[src/rtl/arm_mc_pkg.sv]
// Shared types and constants for the multicycle ARM main sequencer.
// Optional build macro ARM_MC_MEM_WAIT_EN (used by arm_mc_main_fsm) adds memory wait states.
package arm_mc_pkg;

  typedef enum logic [3:0] {
    FETCH  = 4'd0,
    DECODE = 4'd1,
    MEMADR = 4'd2,
    MEMRD  = 4'd3,
    MEMWB  = 4'd4,
    MEMWR  = 4'd5,
    EXECR  = 4'd6,
    EXECI  = 4'd7,
    ALUWB  = 4'd8,
    BRANCH = 4'd9
  } state_t;

  // ALU operand B selects
  localparam logic [1:0] SRCB_RM  = 2'b00;
  localparam logic [1:0] SRCB_IMM = 2'b01;
  localparam logic [1:0] SRCB_4   = 2'b10;

  // Result bus selects
  localparam logic [1:0] RES_ALUOUT = 2'b00;
  localparam logic [1:0] RES_DATA   = 2'b01;
  localparam logic [1:0] RES_ALU    = 2'b10;

  // Instruction class (instr[27:26])
  localparam logic [1:0] OP_DP  = 2'b00;
  localparam logic [1:0] OP_MEM = 2'b01;
  localparam logic [1:0] OP_BR  = 2'b10;

  // Per-state control word, before reset/wait gating
  typedef struct packed {
    logic       ir_write;
    logic       next_pc;
    logic       adr_src;
    logic       alu_src_a;
    logic [1:0] alu_src_b;
    logic [1:0] result_src;
    logic       alu_op;
    logic       reg_w;
    logic       mem_w;
    logic       branch;
  } ctrl_t;

  // States that touch the unified memory port and may stall on it
  function automatic logic is_mem_state(state_t s);
    return (s == FETCH) || (s == MEMRD) || (s == MEMWR);
  endfunction

endpackage

[src/rtl/arm_mc_out_decode.sv]
// Pure combinational state -> control word decode for the multicycle sequencer.
module arm_mc_out_decode
  import arm_mc_pkg::*;
(
  input  state_t state,
  output ctrl_t  ctrl
);

  // Moore decode; unreachable codes fall to an all-zero word
  always_comb begin
    ctrl = '0;
    case (state)
      FETCH: begin
        ctrl.ir_write   = 1'b1;
        ctrl.next_pc    = 1'b1;
        ctrl.alu_src_a  = 1'b1;
        ctrl.alu_src_b  = SRCB_4;
        ctrl.result_src = RES_ALU;
      end
      DECODE: begin
        ctrl.alu_src_a  = 1'b1;
        ctrl.alu_src_b  = SRCB_4;
        ctrl.result_src = RES_ALU;
      end
      MEMADR: ctrl.alu_src_b = SRCB_IMM;
      MEMRD:  ctrl.adr_src   = 1'b1;
      MEMWB: begin
        ctrl.result_src = RES_DATA;
        ctrl.reg_w      = 1'b1;
      end
      MEMWR: begin
        ctrl.adr_src = 1'b1;
        ctrl.mem_w   = 1'b1;
      end
      EXECR: begin
        ctrl.alu_src_b = SRCB_RM;
        ctrl.alu_op    = 1'b1;
      end
      EXECI: begin
        ctrl.alu_src_b = SRCB_IMM;
        ctrl.alu_op    = 1'b1;
      end
      ALUWB:  ctrl.reg_w = 1'b1;
      BRANCH: begin
        ctrl.alu_src_b  = SRCB_IMM;
        ctrl.result_src = RES_ALU;
        ctrl.branch     = 1'b1;
      end
      default: ctrl = '0;
    endcase
  end

endmodule

[src/rtl/arm_mc_main_fsm.sv]
// Main sequencing FSM for the multicycle ARM datapath.
// Build macro ARM_MC_MEM_WAIT_EN: FETCH/MEMRD/MEMWR stall until mem_ready, and
// IRWrite/NextPC/MemW fire only in the ready cycle. Undefined: mem_ready is ignored.
// illegal is a registered pulse: it is high for the one cycle after a DECODE of op=11.
module arm_mc_main_fsm
  import arm_mc_pkg::*;
#(
  parameter int CNT_W = 32
) (
  input  logic             CLK,
  input  logic             reset,
  input  logic [1:0]       op,
  input  logic [5:0]       funct,
  input  logic             mem_ready,
  output logic             IRWrite,
  output logic             NextPC,
  output logic             AdrSrc,
  output logic             ALUSrcA,
  output logic [1:0]       ALUSrcB,
  output logic [1:0]       ResultSrc,
  output logic             ALUOp,
  output logic             RegW,
  output logic             MemW,
  output logic             Branch,
  output logic             illegal,
  output logic [3:0]       state_o,
  output logic [CNT_W-1:0] instr_count
);

  state_t state;
  ctrl_t  ctrl;
  logic   mem_go;   // memory-port step may complete this cycle

  arm_mc_out_decode u_dec (
    .state (state),
    .ctrl  (ctrl)
  );

`ifdef ARM_MC_MEM_WAIT_EN
  // Only memory-port states stall; elsewhere mem_go is don't-care
  assign mem_go = is_mem_state(state) ? mem_ready : 1'b1;
`else
  logic unused_mem_ready;
  assign unused_mem_ready = mem_ready;
  assign mem_go           = 1'b1;
`endif

  // Select outputs straight from the decode; strobes also gated by reset and the memory handshake
  assign AdrSrc    = ctrl.adr_src;
  assign ALUSrcA   = ctrl.alu_src_a;
  assign ALUSrcB   = ctrl.alu_src_b;
  assign ResultSrc = ctrl.result_src;
  assign ALUOp     = ctrl.alu_op;
  assign IRWrite   = ctrl.ir_write & mem_go & reset;
  assign NextPC    = ctrl.next_pc  & mem_go & reset;
  assign MemW      = ctrl.mem_w    & mem_go & reset;
  assign RegW      = ctrl.reg_w    & reset;
  assign Branch    = ctrl.branch   & reset;
  assign state_o   = state;

  // Next-state, retire counter and illegal-op pulse
  always_ff @(posedge CLK or negedge reset) begin
    if (!reset) begin
      state       <= FETCH;
      instr_count <= '0;
      illegal     <= 1'b0;
    end else begin
      illegal <= 1'b0;
      case (state)
        FETCH:  if (mem_go) state <= DECODE;
        DECODE: begin
          case (op)
            OP_MEM:  state <= MEMADR;
            OP_DP:   state <= funct[5] ? EXECI : EXECR;
            OP_BR:   state <= BRANCH;
            default: begin
              state   <= FETCH;
              illegal <= 1'b1;
            end
          endcase
        end
        MEMADR: state <= funct[0] ? MEMRD : MEMWR;
        MEMRD:  if (mem_go) state <= MEMWB;
        MEMWR: begin
          if (mem_go) begin
            state       <= FETCH;
            instr_count <= instr_count + CNT_W'(1);
          end
        end
        EXECR, EXECI: state <= ALUWB;
        MEMWB, ALUWB, BRANCH: begin
          state       <= FETCH;
          instr_count <= instr_count + CNT_W'(1);
        end
        default: state <= FETCH;
      endcase
    end
  end

endmodule

[config.mk]
export PLATFORM = sky130hd
export DESIGN_NAME = arm_mc_main_fsm
export DESIGN_NICKNAME = d
export VERILOG_FILES = /design/src/rtl/arm_mc_pkg.sv /design/src/rtl/arm_mc_out_decode.sv /design/src/rtl/arm_mc_main_fsm.sv
export SDC_FILE = /design/constraint.sdc
export NUM_CORES = 1
export LEC_CHECK = 0
export BUFFER_PORTS_ARGS = -buffer_cell sky130_fd_sc_hd__buf_2
export CORE_ASPECT_RATIO = 1.1
export CORE_UTILIZATION = 25
export CTS_CLUSTER_SIZE = 30
export DETAILED_ROUTE_END_ITERATION = 8
export GPL_ROUTABILITY_DRIVEN = 0
export MAX_ROUTING_LAYER = met4
export PLACE_DENSITY = 0.43
export SYNTH_ARGS = -nofsm -noshare
export SYNTH_HDL_FRONTEND = slang
export SYNTH_HIERARCHICAL = 1
export SYNTH_SLANG_ARGS = --single-unit
export TNS_END_PERCENT = 1
[constraint.sdc]
create_clock -name CLK -period 5.06 [get_ports CLK]
set_input_delay 1.012 -clock CLK [delete_from_list [all_inputs] [get_ports CLK]]
set_output_delay 1.012 -clock CLK [all_outputs]
set_load 0.02 [all_outputs]
-- Yosys cells after proc, flatten, opt, wreduce, memory -nomap -nowiden
Cells that the tools add are included.
Widths: inputs -> output; s select.
- add/subtract/negate cells: 1
- eq/ne operators: 11
- muxes and demuxes: 15
- bitwise operators: 5
- reduce and logical (&&, ||, !) cells: 10
- operators with widths (kind ; number):
    $add 32x1->32 const B ; 1
    $pmux 4 s5 ; 1
    $eq 4x3->1 const B ; 4
    $pmux 4 s3 ; 1
    $mux 1 ; 9
    $reduce_or 3->1 ; 3
    $eq 4x2->1 const B ; 2
    $eq 4x4->1 const B ; 2
    $pmux 2 s2 ; 2
    $reduce_or 2->1 ; 4
    $and 1x1->1 ; 5
    $eq 4x1->1 const B ; 1
    $logic_not 4->1 ; 1
    $reduce_or 4->1 ; 1
    $mux 3 ; 1
    $eq 2x1->1 const B ; 1
    $eq 2x2->1 const B ; 1
    $logic_not 2->1 ; 1
    $mux 2 ; 1
- flip-flop bits (word level): 37
- bits of input ports: 11
- output and inout bits: 49

-- Depth between registers and ports, before layout
- depth after elaboration: 4
- gate-level depth with buffers: 6
- mapped depth without buffers: 5

-- Cells and area by module
Netlist, hierarchy kept.
- modules (own cells, without submodules) (module ; instances ; cells each ; area each (um^2) ; sequential area each (um^2)):
    arm_mc_main_fsm ; 1 ; 166 ; 1821.7 ; 925.9
    arm_mc_out_decode ; 1 ; 24 ; 151.4 ; 0.0

-- Worst setup path after synthesis
Ideal clock, no wire load.
- path type: reg-to-output
- start: register state[2] (netlist: state_o[2])
- end: output ALUSrcB[0]
- arrival: 1328 ps
- slack: 2720 ps
- cell stages (with the launch flop): 4
- path buffers: 1
- cells stage by stage: dfrtp_1 > buf_6 > or4b_1 > nand3_1
- cells in the longest elaborated chain, start to end: 3
- elaborated cells on any way between the ends: 8
- classes of those cells: 4 x eq/ne; 1 x mux; 3 x reduce/logical
- ends and longest elaborated chain (item ; RTL line ; source):
    start, declared ; arm_mc_main_fsm.sv:30 ; state_t state;
    start signal, assigned ; arm_mc_main_fsm.sv:74 ; OP_DP: state <= funct[5] ? EXECI : EXECR;
    start signal, assigned ; arm_mc_main_fsm.sv:82 ; MEMADR: state <= funct[0] ? MEMRD : MEMWR;
    $eq 4x2->1 (tied with other cells) ; arm_mc_out_decode.sv:12 ; case (state)
    $reduce_or 3->1 (no line) or $reduce_or 2->1 (tied branches) ; - ;
    $pmux 2 s2 * ; arm_mc_out_decode.sv:12 ;
    end, declared ; arm_mc_main_fsm.sv:19 ; output logic [1:0] ALUSrcB,
Every way passes the cells marked *; elsewhere a longest branch is shown, timed or not.

-- Worst setup path after layout
- start: register state[1] (netlist: state_o[1])
- end: output ALUSrcB[0]
The elaborated chain is that of the path after synthesis.

==> run_results.csv <==
group,metric,value,unit
hold_path,worstHoldStart,"instr_count[31]",
cells_and_area,layout.area.seq,926,µm²
cells_and_area,layout.nets,254,
logic_synthesis,yosys_warnings,6,
routing,routed_wl,4.46,mm
power_and_ir_drop,max-vdd-ir-drop,0.0000980,V
sta,maxSlewHeadroom,53.7,%
flow_run,drv_cap,0,
cells_and_area,multi_input_comb_area,946,µm²
routing,via_per_inst,4.48,
routing,drt_iter0_markers,73,
worst_setup_path,worstSetupPathType,"reg2out",
clocking,clkLatencyLatePin,0.29,ns
worst_setup_path,arrival,1.83,ns
logic_synthesis,ys_ff_latch,37,
sta,maxSlewViolCount,0,
global_routing,grt-ovfl-total,0,
global_routing,grt_pass1_vias,1427,
sta,fmax,351,MHz
floorplan,die_y,95.2,µm
routing,dr_total_vias,1555,
logic_synthesis,synth.area.top_cells,"dfrtp_1, xor2_1, xnor2_1, nor3_1, nand2_1",
logic_synthesis,synth_top_area_share,46.9,%
logic_synthesis,ys.flop_type,"dfrtp_1",
logic_synthesis,synthesis.nets,202,
floorplan,die-width,86.7,µm
worst_setup_path,cp.required,4.05,ns
sta,rsz0062_at_grt,"false",
cells_and_area,n_fill_cell,791,
clocking,clockBufferDepth,2,
clocking,path_clk_slew,0.07,ns
sta,fin_worst_skew,0.00158,ns
global_routing,antenna_found_initial,0,
place,port_buffers,54,
floorplan,row_count,33,
logic_synthesis,async_flop_share,100,%
run_status,status,"finished clean",
worst_setup_path,critPathLaunchType,"flip-flop",
cells_and_area,drive_gt1_share,28.1,%
logic_synthesis,synth_edf_count,0,
place,dp_slack,2.25,ns
sta,tns,0,ns
cells_and_area,final_cell_count_no_fill,347,
hold_path,hp-class,"reg2reg",
worst_setup_path,startpoint,"state_o[1]",
logic_synthesis,syn_inst,190,
clocking,post_cts_buffers,0,
clocking,cts.sinks,37,
logic_synthesis,syn_area_per_cell,10.4,µm²
logic_synthesis,ys_types,35,
floorplan,start_util,26.1,%
floorplan,coreArea,7560,µm²
routing,drt-pass1-iter-count,4,
cells_and_area,num_antenna_cells,0,
global_routing,grt_start_max_net_pins,25,
power_and_ir_drop,leakage,0.00126,µW
worst_setup_path,r2r_start,"state_o[2]",
sta,min_period,2.85,ns
clocking,cts_made_buffers,5,
sta,fin_crit_sh,56.3,%
sta,fin_ws,2.21,ns
cells_and_area,fin_util,31.7,%
clocking,htree_levels,2,
floorplan,dieArea,8250,µm²
worst_setup_path,cp-end-kind,"primary output",
global_routing,grt_use_total,11.8,%
logic_synthesis,synth_top_area_cell,"dfrtp_1",
clocking,cts_tree,"built",
clocking,root_buffer,"clkbuf_8",
sta,final-setup-viol-count,0,
place,dp_cells,340,
sta,finalHoldViolations,0,
place,dp_hpwl,3.13,mm
clocking,cts_hold_buf,0,
clocking,cts_resized,0,
worst_setup_path,crit_fanout,24,
logic_synthesis,ys_seq_area_share,46.9,%
routing,drcViolationCount,0,
power_and_ir_drop,powerDensity,400,nW/µm²
floorplan,ios,60,
sta,worst_pin_slew,0.694,ns
global_routing,grt_pass1_wl,7.20,mm
sta,hold_slack,0.483,ns
logic_synthesis,syn_area,1970,µm²
routing,routedWlPerCell,12.9,µm
cells_and_area,area_growth,21.3,%
routing,antenna_left,0,
[cell usage after synthesis (2+ instances only)]
library cell  instances
a211oi_1              4
and2_1                8
and3_1                4
and4_1                5
buf_2                 3
buf_4                 3
buf_6                 3
dfrtp_1              37
inv_1                 7
nand2_1              14
nand2b_1              4
nand3_1               5
nand4_1               8
nor2_1                9
nor3_1               17
nor4_1                6
nor4_2                2
o21ai_0               2
xnor2_1              12
xor2_1               22
[worst max-delay path, cell delays in order, from the launching register on]
cell,delay (ns)
dfrtp_1,0.79
or4b_1,0.49
nand3_1,0.10
buf_2,0.16
[metrics by stage]
| stage | total power (µW) | instance area, µm² |
|---|---|---|
| after floorplan | 662 | 1970 |
| after global placement | 752 | 2310 |
| after detailed placement | 754 | 2310 |
| after CTS | 973 | 2390 |
| after global routing | 1030 | 2390 |
| final | 957 | 2390 |
[sequential cells by signal (all words and copies together), names as in the netlist]
signal,count
instr_count,32
state_o,4
illegal,1
[logic make-up (layout without fill, tap and decap cells)]
| logic type | after synthesis | in the layout | share of synthesized area, % |
|---|---|---|---|
| and+or+nand+nor | 92 | 92 | 29.0 |
| DFF | 37 | 37 | 46.9 |
| xor gates and xnor gates | 34 | 34 | 15.1 |
| buffers and inverters | 17 | 69 | 5.14 |
| AOI/OAI and AO/OA | 8 | 8 | 2.60 |
| adders and majority gates | 1 | 1 | 0.634 |
| muxes | 1 | 1 | 0.571 |
[path summary, 6_finish.rpt]
kind | end | slack [ns] | cells after the start
min in group asynchronous | instr_count[14] | 0.67 | 1
worst max-delay path | ALUSrcB[0] | 2.21 | 3
worst min-delay path | instr_count[31] | 0.48 | 1
worst min register to register | instr_count[31] | 0.48 | 1
max in group asynchronous | instr_count[22] | 3.71 | 2
worst max register to register | instr_count[31] | 3.01 | 4
[where the power goes]
part / total, µW / leakage (µW) / internal [µW] / switching, µW
registers: 423 / 0.000504 / 331 / 92.4
logic: 321 / 0.000709 / 130 / 192
clock network: 212 / 0.0000443 / 108 / 104
total: 957 / 0.00126 / 569 / 388
[cell type report]
| type | count | area share, % |
|---|---|---|
| repair buffers | 55 | 11.6 |
| multi-input cells | 136 | 39.5 |
| flip-flops and latches | 37 | 38.7 |
| clock buffers | 7 | 3.61 |
| inverters | 7 | 1.10 |
| well taps | 105 | 5.49 |
[metal layers]
metal	track usage [%]	wire (µm)
met5	-	0
met4	4.58	56
met3	2.68	202
met2	16.9	1900
met1	16.2	2300
[cells in the final DEF (no fill, tap or decap), types with 2 or more instances in the layout]
cell,instances
xnor2_1,12
a211oi_1,4
nand3_1,5
nor2_1,9
nand2_1,14
and2_1,8
nor4_2,2
inv_1,7
nand4_1,8
and4_1,5
nand2b_1,4
o21ai_0,2
nor3_1,17
nor4_1,6
xor2_1,22
dfrtp_1,37
buf_2,54
and3_1,4
clkbuf_8,6
(Power assumes the default switching activity.)
